==> src/rtl/madd_seq_unit.sv <==
// Sequential MADD/MADDU/MSUB/MSUBU unit: 32-step shift-add multiply followed by
// one accumulate step into the forwarded {HI,LO}; holds EX via stallreq_o until DONE.
module madd_seq_unit #(
    parameter int DATA_W = 32,
    parameter int CNT_W  = 5
) (
    input  logic              clk,
    input  logic              rst,
    input  logic              start_i,
    input  logic [1:0]        op_i,
    input  logic [DATA_W-1:0] opdata1_i,
    input  logic [DATA_W-1:0] opdata2_i,
    input  logic [DATA_W-1:0] hi_i,
    input  logic [DATA_W-1:0] lo_i,
    input  logic              annul_i,
    input  logic              stall_i,
    output logic              stallreq_o,
    output logic              ready_o,
    output logic [DATA_W-1:0] result_hi_o,
    output logic [DATA_W-1:0] result_lo_o,
    output logic              whilo_o
);

    localparam int PW = 2 * DATA_W;

    typedef enum logic [1:0] {
        IDLE = 2'd0,
        MUL  = 2'd1,
        ACC  = 2'd2,
        DONE = 2'd3
    } state_e;

    state_e            state_q, state_d;
    logic [CNT_W-1:0]  cnt_q, cnt_d;
    logic [1:0]        op_q, op_d;
    logic              neg_q, neg_d;
    logic [DATA_W-1:0] mcand_q, mcand_d;
    logic [DATA_W-1:0] mplier_q, mplier_d;
    logic [PW-1:0]     acc_q, acc_d;
    logic [PW-1:0]     prod_q, prod_d;
    logic [PW-1:0]     res_q, res_d;
    logic              stallreq_s;
    logic              is_signed_s;
    logic [PW-1:0]     signed_prod_s;

    // Magnitude of an operand; the most-negative value maps onto itself, which is
    // the right unsigned magnitude.
    function automatic logic [DATA_W-1:0] abs_mag(input logic [DATA_W-1:0] v,
                                                   input logic is_signed);
        if (is_signed && v[DATA_W-1]) begin
            abs_mag = ~v + DATA_W'(1);
        end else begin
            abs_mag = v;
        end
    endfunction

    assign is_signed_s = ~op_i[0];

    // Next-state, datapath update and stall request
    always_comb begin
        state_d       = state_q;
        cnt_d         = cnt_q;
        op_d          = op_q;
        neg_d         = neg_q;
        mcand_d       = mcand_q;
        mplier_d      = mplier_q;
        acc_d         = acc_q;
        prod_d        = prod_q;
        res_d         = res_q;
        stallreq_s    = 1'b0;
        signed_prod_s = neg_q ? (~prod_q + PW'(1)) : prod_q;

        if (annul_i) begin
            state_d = IDLE;
            cnt_d   = {CNT_W{1'b0}};
        end else begin
            case (state_q)
                IDLE: begin
                    stallreq_s = start_i;
                    if (start_i) begin
                        op_d     = op_i;
                        acc_d    = {hi_i, lo_i};
                        mcand_d  = abs_mag(opdata1_i, is_signed_s);
                        mplier_d = abs_mag(opdata2_i, is_signed_s);
                        neg_d    = is_signed_s & (opdata1_i[DATA_W-1] ^ opdata2_i[DATA_W-1]);
                        prod_d   = {PW{1'b0}};
                        cnt_d    = {CNT_W{1'b0}};
                        state_d  = MUL;
                    end else begin
                        state_d = IDLE;
                    end
                end
                MUL: begin
                    stallreq_s = 1'b1;
                    if (mplier_q[cnt_q]) begin
                        prod_d = prod_q + ({{DATA_W{1'b0}}, mcand_q} << cnt_q);
                    end else begin
                        prod_d = prod_q;
                    end
                    cnt_d = cnt_q + CNT_W'(1);
                    if (cnt_q == CNT_W'(DATA_W - 1)) begin
                        state_d = ACC;
                    end else begin
                        state_d = MUL;
                    end
                end
                ACC: begin
                    stallreq_s = 1'b1;
                    if (op_q[1]) begin
                        res_d = acc_q - signed_prod_s;
                    end else begin
                        res_d = acc_q + signed_prod_s;
                    end
                    state_d = DONE;
                end
                DONE: begin
                    // EX/MEM captures the result on the edge that leaves DONE
                    if (stall_i) begin
                        state_d = DONE;
                    end else begin
                        state_d = IDLE;
                    end
                end
                default: begin
                    state_d = IDLE;
                end
            endcase
        end
    end

    // State and datapath registers
    always_ff @(posedge clk or negedge rst) begin
        if (!rst) begin
            state_q  <= IDLE;
            cnt_q    <= {CNT_W{1'b0}};
            op_q     <= 2'b00;
            neg_q    <= 1'b0;
            mcand_q  <= {DATA_W{1'b0}};
            mplier_q <= {DATA_W{1'b0}};
            acc_q    <= {PW{1'b0}};
            prod_q   <= {PW{1'b0}};
            res_q    <= {PW{1'b0}};
        end else begin
            state_q  <= state_d;
            cnt_q    <= cnt_d;
            op_q     <= op_d;
            neg_q    <= neg_d;
            mcand_q  <= mcand_d;
            mplier_q <= mplier_d;
            acc_q    <= acc_d;
            prod_q   <= prod_d;
            res_q    <= res_d;
        end
    end

    // The stall request is gated by reset so every output is quiet while reset is held
    assign stallreq_o  = stallreq_s & rst;
    assign ready_o     = (state_q == DONE);
    assign whilo_o     = (state_q == DONE);
    assign result_hi_o = (state_q == DONE) ? res_q[PW-1:DATA_W] : {DATA_W{1'b0}};
    assign result_lo_o = (state_q == DONE) ? res_q[DATA_W-1:0]  : {DATA_W{1'b0}};

endmodule
==> config.mk <==
export PLATFORM = sky130hd
export DESIGN_NAME = madd_seq_unit
export DESIGN_NICKNAME = d
export VERILOG_FILES = /design/src/rtl/madd_seq_unit.sv
export SDC_FILE = /design/constraint.sdc
export NUM_CORES = 1
export LEC_CHECK = 0
export CORE_MARGIN = 1
export CORE_UTILIZATION = 60
export CTS_BUF_LIST = sky130_fd_sc_hd__clkbuf_8 sky130_fd_sc_hd__clkbuf_16
export DETAILED_ROUTE_END_ITERATION = 10
export PLACE_DENSITY_LB_ADDON = 0.15
export SETUP_SLACK_MARGIN = 0.15
export SYNTH_ARGS = -nofsm -noshare
export SYNTH_HDL_FRONTEND = slang
export SYNTH_SLANG_ARGS = --single-unit
==> constraint.sdc <==
create_clock -name clk -period 13.74 [get_ports clk]
set_input_delay 2.748 -clock clk [delete_from_list [all_inputs] [get_ports clk]]
set_output_delay 2.748 -clock clk [all_outputs]
set_load 0.05 [all_outputs]
==> metrics.md <==
| Metric | Value |
|---|---|
| Latest clock arrival within the worst-skew pair | `0.55 ns` |
| CP Capture Type | `flop` |
| Hold Path Depth | `2` |
| Rows | `73` |
| Die W | `204 um` |
| Routed metal-1 wire length | `33.4 mm` |
| Detail Route met2 WL | `33.1 mm` |
| Clock group share of total power | `0.187` |
| Clock-pin slew on the worst setup and hold paths | `0.06 ns` |
| Flop pwr share | `0.218` |
| Min-Delay Path Class | `flop to flop` |
| Core area | `40,000 um2` |
| Worst EP arrival | `7.92 ns` |
| Global-route wire length before repair | `118 mm` |
| CP Data Required Time | `14.22 ns` |
| Count leader, synth | `nand2_1` |
| Vias in the first global route | `22,064` |
| CTS-repair resized insts | `0` |
| Clock root buffer | `clkbuf_16` |
| Post-synth EDFFs | `0` |
| CP Cell Sequence | `inv_1, ha_1, or4b_1, or4_4, or3_1, mux2_1, a32oi_1, or3_1, or2_1, inv_1, a31oi_1, xnor2_1, ha_1, nand4_1, inv_1, nand3_1, or4_1, a21oi_1, a41oi_1, o2111ai_1, a31oi_1, or4b_1, nand3_1` |
| Register bit count reported by yosys | `265` |
| Gate power share | `0.595` |
| Slew Viols, Final | `0` |
| # setup viols final | `0` |
| Number of nets with antenna violations after routing | `0` |
| Max-cap viol count | `0` |
| Final clock skew | `0.0209 ns` |
| Setup Fix Bufs, Post-CTS | `0` |
| Final hold violation count | `0` |
| Status | `finished clean` |
| Ys async rst share | `1.00` |
| Share of cells above drive strength 1 | `0.0455` |
| Met3 Wirelength | `4.56 mm` |
| Top sig layer | `met4` |
| Register area share after synthesis | `0.271` |
| Pin count of the biggest net entering global routing | `98` |
| Count of cell types in the netlist | `90` |
| Hold_buf cts | `0` |
| Area after DPL | `26,600 um2` |
| First DRT Iteration DRCs | `1,932` |
| Mapped Area | `24,500 um2` |
| Die ar. | `41,700 um2` |
| Total number of vias | `23,752` |
| CTS buffer count | `34` |
| Via density per instance | `6.29` |
| DRC Markers | `0` |
| Per-cell routed wire length | `19.5 um` |
| Mean Syn Cell Area | `7.76 um2` |
| Synthesized Nets | `3,433` |
| Ys Warns | `0` |
| Yosys top cell by area | `dfrtp_1` |
| GRT Residual Overflow | `0` |
| CTS tree | `done` |
| # diodes | `0` |
| Final worst path period share | `0.542` |
| Starting Density | `0.613` |
| Final nets | `3,504` |
| P_leak | `12.1 nW` |
| Sw Ratio | `0.470` |
| Most frequent CP cell | `inv_1` |
| Worst slew margin | `0.285` |
| Synth Flop Type | `dfrtp_1` |
| Worst slew pin tran | `1.07 ns` |
| Fmax | `0.134 GHz` |
| Synthesized instance count | `3,160` |
| Int Power | `2.43 mW` |
| DRT Pass-1 Iters | `6` |
| Area Growth Syn to Fin | `13.0%` |
| Commonest cells in the netlist | `nand2_1, o21ai_0, dfrtp_1` |
| Setup tns final | `0 ns` |
| GR Util All Layers | `0.352` |
| CP Class | `flop to flop` |
| Minimum clock period | `7.44 ns` |
| Highest cell delay on the worst timing path | `0.72 ns` |
| Initial antenna violation count | `0` |
| Worst path depth | `23` |
| Top post-synthesis cells by area | `dfrtp_1, nand2_1, ha_1` |
| Synth top area share | `0.271` |
| Port bufs | `201` |
| Dpl hpwl | `56.5 mm` |
| Die Height | `204 um` |
| Routability cong. | `0.959` |
| Worst vdd ir | `0.110 mV` |
| H-tree levels | `2` |
| Drt total wl | `73.6 mm` |
| Worst reg2reg path depth | `23` |
| Delay-heaviest family, CP | `simple AND/OR/NAND/NOR gates` |
| Critical path launch point type | `flop` |
| CP max FO | `11` |
| Power density over the cells | `165 nW/um2` |
| # IOs | `202` |
| WP buf/inv | `3` |
| CTS max path bufs | `3` |
| RSZ-0062 raised after global routing | `false` |
| P_sw | `2.15 mW` |
| # clock sinks | `265` |
| Critical path's slowest cell | `or4b_1` |
| Cell area after layout | `27,700 um2` |
## layer usage
| metal | GRT usage | up-vias |
|---|---|---|
| met3 | 0.0300 | 149 |
| met4 | 0.128 | 0 |
| li1 | - | 11428 |
| met5 | 0 | - |
| met2 | 0.551 | 918 |
| met1 | 0.507 | 11257 |
## cell type report
type | instances | area (um2)
Clock inverter | 19 | 96.3
Clock buffer | 40 | 967
Sequential cell | 265 | 6640
Timing Repair Buffer | 219 | 2150
Multi-Input combinational cell | 2653 | 17000
Inverter | 58 | 218
Fill cell | 3234 | 12300
Tap cell | 525 | 657
## cells by family after synthesis
kind of cell,count (synthesis),share of synthesized area
xor+xnor,292,0.105
flops,265,0.271
mux,85,0.0474
buf+inv,242,0.0379
fa+ha+maj,138,0.0711
compound gates,883,0.225
simple gates,1255,0.243
## worst register-to-register path, cell delays in order (launching register included)
cell,delay (ns)
dfrtp_1,0.49
inv_1,0.15
ha_1,0.26
or4b_1,0.72
or4_4,0.63
or3_1,0.38
mux2_1,0.22
a32oi_1,0.14
or3_1,0.45
or2_1,0.29
inv_1,0.12
a31oi_1,0.09
xnor2_1,0.16
ha_1,0.41
nand4_1,0.23
inv_1,0.10
nand3_1,0.09
or4_1,0.57
a21oi_1,0.36
a41oi_1,0.34
o2111ai_1,0.45
a31oi_1,0.18
or4b_1,0.49
nand3_1,0.08
## flip-flops by register name (all words and copies together) (netlist names)
signal,flops
state_q,2
acc_q,64
res_q,64
mcand_q,32
op_q,1
cnt_q,5
prod_q,64
neg_q,1
mplier_q,32
## power groups by stage
stage / clock network, mW / logic [mW] / registers, mW
6_report: 0.855 / 2.72 / 1.00
5_1_grt: 0.895 / 2.98 / 1.01
4_1_cts: 0.868 / 2.67 / 0.995
3_5_place_dp: 0 / 2.65 / 1.01
3_3_place_gp: 0 / 2.60 / 1.00
2_1_floorplan: 0 / 2.05 / 0.945
## final timing paths
kind | start | end | slack (ns)
max in group asynchronous | rst | neg_q$_DFFE_PN0P_ | 9.41
worst max register to register | prod_q[0]$_DFFE_PN0P_ | res_q[60]$_DFFE_PN0P_ | 6.30
min in group asynchronous | rst | acc_q[7]$_DFFE_PN0P_ | 2.10
worst min-delay path | res_q[52]$_DFFE_PN0P_ | res_q[52]$_DFFE_PN0P_ | 0.47
worst min register to register | res_q[52]$_DFFE_PN0P_ | res_q[52]$_DFFE_PN0P_ | 0.47
worst max-delay path | prod_q[0]$_DFFE_PN0P_ | res_q[60]$_DFFE_PN0P_ | 6.30
## metrics by stage
step	std cells	worst slack, ns	power (mW)	utilization	hold WS (ns)
after global placement	3720	6.34	3.60	0.666	0.454
after floorplan	3160	6.37	3.00	-	0.431
after global routing	3779	5.79	4.88	0.692	0.491
after CTS	3779	6.31	4.53	0.692	0.475
final	3779	6.30	4.58	0.692	0.473
after detailed placement	3720	6.31	3.66	0.666	0.463
## cell usage in the layout, fill, tap and decap left out, drive strengths merged, types with 20 or more instances in the layout
| cell type | Yosys | final |
|---|---|---|
| a21o | 76 | 76 |
| a21oi | 214 | 214 |
| a31oi | 53 | 53 |
| and2 | 86 | 86 |
| and3 | 40 | 40 |
| clkbuf | 158 | 40 |
| clkdlybuf4s50 | 0 | 200 |
| dfrtp | 265 | 265 |
| ha | 136 | 136 |
| inv | 56 | 67 |
| mux2i | 52 | 52 |
| mux4 | 24 | 24 |
| nand2 | 588 | 588 |
| nand2b | 24 | 24 |
| nand3 | 60 | 60 |
| nand4 | 38 | 38 |
| nor2 | 213 | 213 |
| nor2b | 32 | 32 |
| nor3 | 51 | 51 |
| nor4 | 31 | 31 |
| o21a | 22 | 22 |
| o21ai | 274 | 274 |
| o21bai | 24 | 24 |
| o22ai | 22 | 22 |
| o31ai | 52 | 52 |
| or3 | 20 | 20 |
| xnor2 | 150 | 150 |
| xor2 | 142 | 142 |
Note: power is estimated with default switching activity, not from simulation.
